### src/rtl/hlcp_frame_assembler.sv
// hlcp_frame_assembler: deframes host bytes into CMD, Operand_ID and 48-bit data words
// with checksum, address match and inter-byte timeout.
module hlcp_frame_assembler #(
   parameter logic [4:0] ROW         = 5'b0,
   parameter logic [2:0] COLUMN      = 3'b0,
   parameter int         TIMEOUT_CYC = 1024
) (
   input  logic        sys_clk,
   input  logic        sys_resetb,
   input  logic [7:0]  rx_data,
   input  logic        rx_valid,
   output logic        rx_ready,
   output logic [3:0]  CMD,
   output logic [7:0]  Operand_ID,
   output logic [47:0] DATA_o,
   output logic [1:0]  loop_count,
   output logic        data_valid,
   output logic        init,
   output logic        CTS,
   output logic        error_flag
);
   localparam int TW = $clog2(TIMEOUT_CYC);
   typedef enum logic [2:0] {S_IDLE, S_HDR, S_OPID, S_DATA, S_CHK} state_t;
   state_t      state_q, state_d;
   logic        rdy_q;
   logic [3:0]  cmd_q, cmd_d;
   logic [7:0]  opid_q, opid_d;
   logic [1:0]  nw_q, nw_d;
   logic        match_q, match_d;
   logic [7:0]  chk_q, chk_d;
   logic [2:0]  bcnt_q, bcnt_d;
   logic [1:0]  wcnt_q, wcnt_d;
   logic [39:0] sh_q, sh_d;
   logic [47:0] data_q, data_d;
   logic [1:0]  loop_q, loop_d;
   logic        dv_q, dv_d, init_q, init_d, cts_q, cts_d, err_q, err_d;
   logic [TW-1:0] tmo_q, tmo_d;
   logic        acc, tmo_hit;
   // The registered ready gates acceptance, so the FSM leaves reset synchronously.
   assign acc     = rx_valid & rdy_q;
   assign tmo_hit = (state_q != S_IDLE) && !acc && (tmo_q == TW'(TIMEOUT_CYC - 1));
   always_comb begin
      state_d = state_q;
      cmd_d   = cmd_q;
      opid_d  = opid_q;
      nw_d    = nw_q;
      match_d = match_q;
      chk_d   = chk_q;
      bcnt_d  = bcnt_q;
      wcnt_d  = wcnt_q;
      sh_d    = sh_q;
      data_d  = data_q;
      loop_d  = loop_q;
      dv_d    = 1'b0;
      init_d  = 1'b0;
      cts_d   = 1'b0;
      err_d   = 1'b0;
      tmo_d   = (state_q == S_IDLE || acc) ? '0 : tmo_q + TW'(1);
      if (tmo_hit) begin
         state_d = S_IDLE;
         err_d   = match_q || state_q == S_HDR || state_q == S_OPID;
      end else if (acc) begin
         case (state_q)
            S_IDLE: state_d = (rx_data == 8'hA5) ? S_HDR : S_IDLE;
            S_HDR: begin
               cmd_d   = rx_data[7:4];
               nw_d    = rx_data[1:0];
               chk_d   = rx_data;
               err_d   = rx_data[3:2] != 2'b00;
               state_d = err_d ? S_IDLE : S_OPID;
            end
            S_OPID: begin
               opid_d  = rx_data;
               match_d = (rx_data == {ROW, COLUMN}) || (rx_data == 8'hFF);
               init_d  = match_d;
               chk_d   = chk_q ^ rx_data;
               bcnt_d  = 3'd0;
               wcnt_d  = 2'd0;
               state_d = S_DATA;
            end
            S_DATA: begin
               chk_d = chk_q ^ rx_data;
               if (bcnt_q == 3'd5) begin
                  if (match_q) begin
                     data_d = {sh_q, rx_data};
                     loop_d = wcnt_q;
                     dv_d   = 1'b1;
                  end
                  bcnt_d  = 3'd0;
                  wcnt_d  = wcnt_q + 2'd1;
                  state_d = (wcnt_q == nw_q) ? S_CHK : S_DATA;
               end else begin
                  sh_d   = {sh_q[31:0], rx_data};
                  bcnt_d = bcnt_q + 3'd1;
               end
            end
            S_CHK: begin
               cts_d   = match_q && (rx_data == chk_q);
               err_d   = match_q && (rx_data != chk_q);
               state_d = S_IDLE;
            end
            default: state_d = S_IDLE;
         endcase
      end
   end
   always_ff @(posedge sys_clk or negedge sys_resetb) begin
      if (!sys_resetb) begin
         state_q <= S_IDLE;
         rdy_q   <= 1'b0;
         cmd_q   <= '0;
         opid_q  <= '0;
         nw_q    <= '0;
         match_q <= 1'b0;
         chk_q   <= '0;
         bcnt_q  <= '0;
         wcnt_q  <= '0;
         sh_q    <= '0;
         data_q  <= '0;
         loop_q  <= '0;
         dv_q    <= 1'b0;
         init_q  <= 1'b0;
         cts_q   <= 1'b0;
         err_q   <= 1'b0;
         tmo_q   <= '0;
      end else begin
         state_q <= state_d;
         rdy_q   <= 1'b1;
         cmd_q   <= cmd_d;
         opid_q  <= opid_d;
         nw_q    <= nw_d;
         match_q <= match_d;
         chk_q   <= chk_d;
         bcnt_q  <= bcnt_d;
         wcnt_q  <= wcnt_d;
         sh_q    <= sh_d;
         data_q  <= data_d;
         loop_q  <= loop_d;
         dv_q    <= dv_d;
         init_q  <= init_d;
         cts_q   <= cts_d;
         err_q   <= err_d;
         tmo_q   <= tmo_d;
      end
   end
   assign rx_ready   = rdy_q;
   assign CMD        = cmd_q;
   assign Operand_ID = opid_q;
   assign DATA_o     = data_q;
   assign loop_count = loop_q;
   assign data_valid = dv_q;
   assign init       = init_q;
   assign CTS        = cts_q;
   assign error_flag = err_q;
endmodule

### config.mk
export PLATFORM = sky130hd
export DESIGN_NAME = hlcp_frame_assembler
export DESIGN_NICKNAME = d
export VERILOG_FILES = /design/src/rtl/hlcp_frame_assembler.sv
export SDC_FILE = /design/constraint.sdc
export NUM_CORES = 1
export LEC_CHECK = 0
export ABC_CLOCK_PERIOD_IN_PS = 5200
export CAP_MARGIN = 20
export CORE_AREA = 3 3 122 171
export CTS_CLUSTER_SIZE = 16
export DETAILED_ROUTE_END_ITERATION = 16
export DIE_AREA = 0 0 125 174
export HOLD_SLACK_MARGIN = 0.1
export SKIP_LAST_GASP = 1
export SLEW_MARGIN = 25
export SYNTH_ARGS = -nofsm -noshare
export SYNTH_HDL_FRONTEND = slang
export SYNTH_SLANG_ARGS = --single-unit
### constraint.sdc
create_clock -name sys_clk -period 5.2 [get_ports sys_clk]
set_input_delay 1.56 -clock sys_clk [delete_from_list [all_inputs] [get_ports sys_clk]]
set_output_delay 1.56 -clock sys_clk [all_outputs]
set_load 0.01 [all_outputs]
After elaboration in Yosys (flattened, before gate mapping)
Cells that the tools add are included.
- mux-type cells: 27
- bitwise gates (word level): 4
- add/subtract/negate cells: 3
- reductions and logical operators: 25
- equal/unequal tests: 13
- operators by type and width (operator ; number):
    8-bit == test (second input constant) ; 2
    8-bit one-hot mux with 2 select lines ; 1
    3-bit 2-to-1 mux ; 5
    1-bit 2-to-1 mux ; 14
    3-bit one-hot mux with 4 select lines ; 1
    3-bit AND reduction ; 4
    10-bit by 1-bit adder with 10-bit output (second input constant) ; 1
    10-bit == test (second input constant) ; 1
    10-bit 2-to-1 mux ; 1
    8-bit == test ; 1
    8-bit zero test ; 1
    8-bit inequality test ; 1
    4-bit AND reduction ; 2
    2-bit nonzero test ; 4
    8-bit bitwise XOR ; 1
    3-bit by 2-bit == test with 1-bit output (second input constant) ; 2
    3-bit == test (second input constant) ; 2
    3-bit one-hot mux with 2 select lines ; 1
    5-bit AND reduction ; 1
    1-bit logical AND ; 4
    1-bit logical OR ; 4
    2-bit 2-to-1 mux ; 2
    2-bit one-hot mux with 2 select lines ; 1
    3-bit by 1-bit adder with 3-bit output (second input constant) ; 1
    13 further kinds ; 14
- output and inout port bits: 67
- register bits: 136
- bits of input ports: 11

Logic depth before layout (Yosys ltp)
- depth after elaboration: 6
- mapped depth: 6

Worst setup path before layout
Ideal clock, no wire load.
- kind: input to register
- start: in rx_valid
- end: reg data_q[0], in the netlist DATA_o[0]
- arrival: 2.615 ns
- cell stages on the path: 5
- library setup time: 0.125 ns
- setup slack: 2.460 ns
- buffers on the path: 1
- required time: 5.075 ns
- cell sequence: and4b_1 and2_1 nand3_1 buf_2 mux2_2
- cells in the longest elaborated chain, start to end: 6
- ends and longest elaborated chain (what ; line ; text):
    start: declaration ; 11 ; input logic rx_valid,
    1-bit AND * ; 40 ; assign acc = rx_valid & rdy_q;
    1-bit zero test ; 41 ; assign tmo_hit = (state_q != S_IDLE) && !acc && (tmo_q == TW'(TIMEOUT_CYC - 1));
    1-bit logical AND (2 in series) ; 41 ;
    1-bit NOT (no line) ; - ;
    5-bit AND reduction (no line) * ; - ;
    end signal: assignment ; 136 ; data_q <= data_d;
    end: declaration ; 34 ; logic [47:0] data_q, data_d;
Every way passes the cells marked *; elsewhere a longest branch is shown, timed or not.
A chain may end at the register's enable or synchronous reset.

Worst setup path in the final report
- start: in rx_valid
- end: reg data_q[44], in the netlist DATA_o[44]
The elaborated chain is that of the path after synthesis.

==> flow_metrics.tcl <==
set metrics [dict create \
    outcome "finished clean" \
    cts_tree "yes" \
    hold_slack_ps 492 \
    diodes 0 \
    seq_area_frac_synth_pct 58.9 \
    final_common_cell "dfrtp_1" \
    p_leak_nw 3.46 \
    worstHoldPathType "reg -> reg" \
    antenna_found_initial 0 \
    cp.buffers_inverters 2 \
    critPathMaxFanout 50 \
    clock-sinks 136 \
    num_rows 60 \
    grt_pass1_wl_um 20200 \
    synth_cell_types 46 \
    hold_viol_final 0 \
    wl_per_cell_um 16.3 \
    io_buffers 77 \
    die_w_um 125 \
    wl_um 12300 \
    post_cts_buffers 0 \
    dp_hpwl_um 8130 \
    crit_type "in -> reg" \
    grt_usage_pct 11.8 \
    vias_per_cell 4.73 \
    slew_headroom_pct 34.9 \
    syn_area_um2 5770 \
    power_density_nw_per_um2 354 \
    finalCritPeriodShare_pct 67.5 \
    drc 0 \
    synth-main-ff-cell "dfrtp_1" \
    final_cell_mix "dfrtp_1, mux2_2, clkdlybuf4s50_1" \
    die_area_um2 21800 \
    nets 505 \
    ys_ff_latch 136 \
    clk_pin_slew_ps 60 \
    syn_inst 421 \
    die_y_um 174 \
    crit_chain "clkdlybuf4s50_1, and4b_1, and2_1, nand3_2, buf_4, mux2_2" \
    place_congestion 0.735 \
    ctsResizeCount 0 \
    endpoint_kind "flip-flop" \
    final_antenna_net_count 0 \
    vias 3562 \
    rsz0062_at_grt "no" \
    cpPeakStageDelay_ps 530 \
    crit_required_ps 5490 \
    worst_ep_arrival_time_ps 3800 \
    skew_ps 9.18 \
    synth-edff-count 0 \
    grt_max_degree 84 \
    clockBufferDepth 2 \
    critPathSlowestCell "buf_4" \
    ff2ff_setup_slack_ps 2480 \
    overflow 0 \
    syn-num-nets 433 \
    finalSetupViolations 0 \
    tns_ps 0 \
    cts_hold_repair.buffers 0 \
    cap_viol_max_count 0 \
    start_util_pct 29.8 \
    yosysWarnings 0 \
    period_minus_slack_ps 3510 \
    cp_top_family "buffers and inverters" \
    max_freq_mhz 285 \
    dr.pass1.iters 4 \
    irDropWorstVdd_mv 0.147 \
    maxSlewViolCount 0 \
    drt_iter0_markers 211 \
    final_layout_size_suffix_gt1_share_pct 27.3 \
    worstSkewPairLatency_ps 420 \
    grt_pass1_vias 3785 \
    avgSynthCellArea_um2 13.7 \
    cp-start-kind "primary input" \
    async_flop_share_pct 100 \
    cts_root_buf "clkbuf_16" \
    worst_pin_slew_ps 977 \
    pin_count 78 \
    syn_to_final_growth_pct 27.3 \
    htree_levels 4 \
    core_um2 19400 \
    numCtsBuffers 17 \
]
-- cell families (layout without fill, tap and decap cells) --
kind of cell,count (synthesis),in the layout,share of synthesized area (%)
xor gates and xnor gates,19,19,2.88
other,1,1,0.0649
muxes,107,107,22.1
DFF,136,136,58.9
AOI/OAI and AO/OA,41,41,4.81
adders and majority gates,1,1,0.217
buffers and inverters,36,120,3.42
and+or+nand+nor,80,80,7.52
-- power breakdown --
group          switching (mW)  internal, mW
clock network           0.444         0.826
registers              0.0410          1.10
logic                  0.0999        0.0967
total                   0.585          2.02
-- final timing paths --
kind	from	to	cells after the start
min in group asynchronous	sys_resetb	DATA_o[36]	1
worst max-delay path	rx_valid	DATA_o[44]	6
max in group asynchronous	sys_resetb	error_flag	2
worst max register to register	state_q[0]	sh_q[25]	4
worst min-delay path	tmo_q[0]	tmo_q[0]	1
worst min register to register	tmo_q[0]	tmo_q[0]	1
-- registers in the layout (all words and copies together) (netlist names), 2 cells and up --
name,flops
CMD,4
nw_q,2
Operand_ID,8
chk_q,8
tmo_q,10
state_q,3
sh_q,40
loop_count,2
DATA_o,48
bcnt_q,3
wcnt_q,2
-- stage by stage --
step / setup WS, ps / utilization, % / instance area [um^2] / power [mW] / cells
2_1_floorplan: 2460 / - / 5770 / 1.25 / 421
3_3_place_gp: 1290 / 34.7 / 6720 / 1.34 / 722
3_5_place_dp: 1250 / 34.7 / 6720 / 1.36 / 722
4_1_cts: 1680 / 37.9 / 7350 / 2.65 / 753
5_1_grt: 1550 / 37.9 / 7350 / 2.72 / 753
6_report: 1690 / 37.9 / 7350 / 2.60 / 753
-- area by class of cell --
type | instances | area (um^2)
Fill cell | 1867 | 12000
Sequential cell | 136 | 3400
Multi-Input combinational cell | 249 | 2180
Timing Repair Buffer | 80 | 795
Clock buffer | 20 | 457
Tap cell | 248 | 310
Clock inverter | 11 | 171
Inverter | 9 | 33.8
-- metal layers --
layer	wire, um	up-vias	part of all wire, %	global-route usage [%]
met5	0	-	0	0
met4	251	0	2.0	4.93
met3	588	15	4.8	4.00
met2	6310	88	51	20.0
met1	5120	1820	42	13.5
li1	-	1639	-	-
-- Yosys cell counts (2+ instances only) --
master	number	share of area, %
a311oi_1	8	1.2
and3b_1	3	0.46
xor2_1	15	2.3
clkbuf_1	11	0.72
a31oi_1	10	1.1
and2_1	2	0.22
a22o_1	2	0.30
and4_1	4	0.61
and3_1	3	0.33
buf_1	3	0.20
xnor2_1	4	0.61
mux2_4	20	5.2
inv_1	9	0.59
buf_8	4	1.0
dfrtp_1	136	59
o21ai_0	3	0.26
nand2_1	11	0.72
mux2_1	6	1.2
buf_2	8	0.69
nor2b_1	2	0.22
a211o_1	2	0.30
nor2_1	30	2.0
a21oi_1	11	0.95
mux2_2	80	16
nor4_1	2	0.22
nor3_1	3	0.26
nand4_1	5	0.54
nand3_1	6	0.52
(Power assumes the default switching activity.)
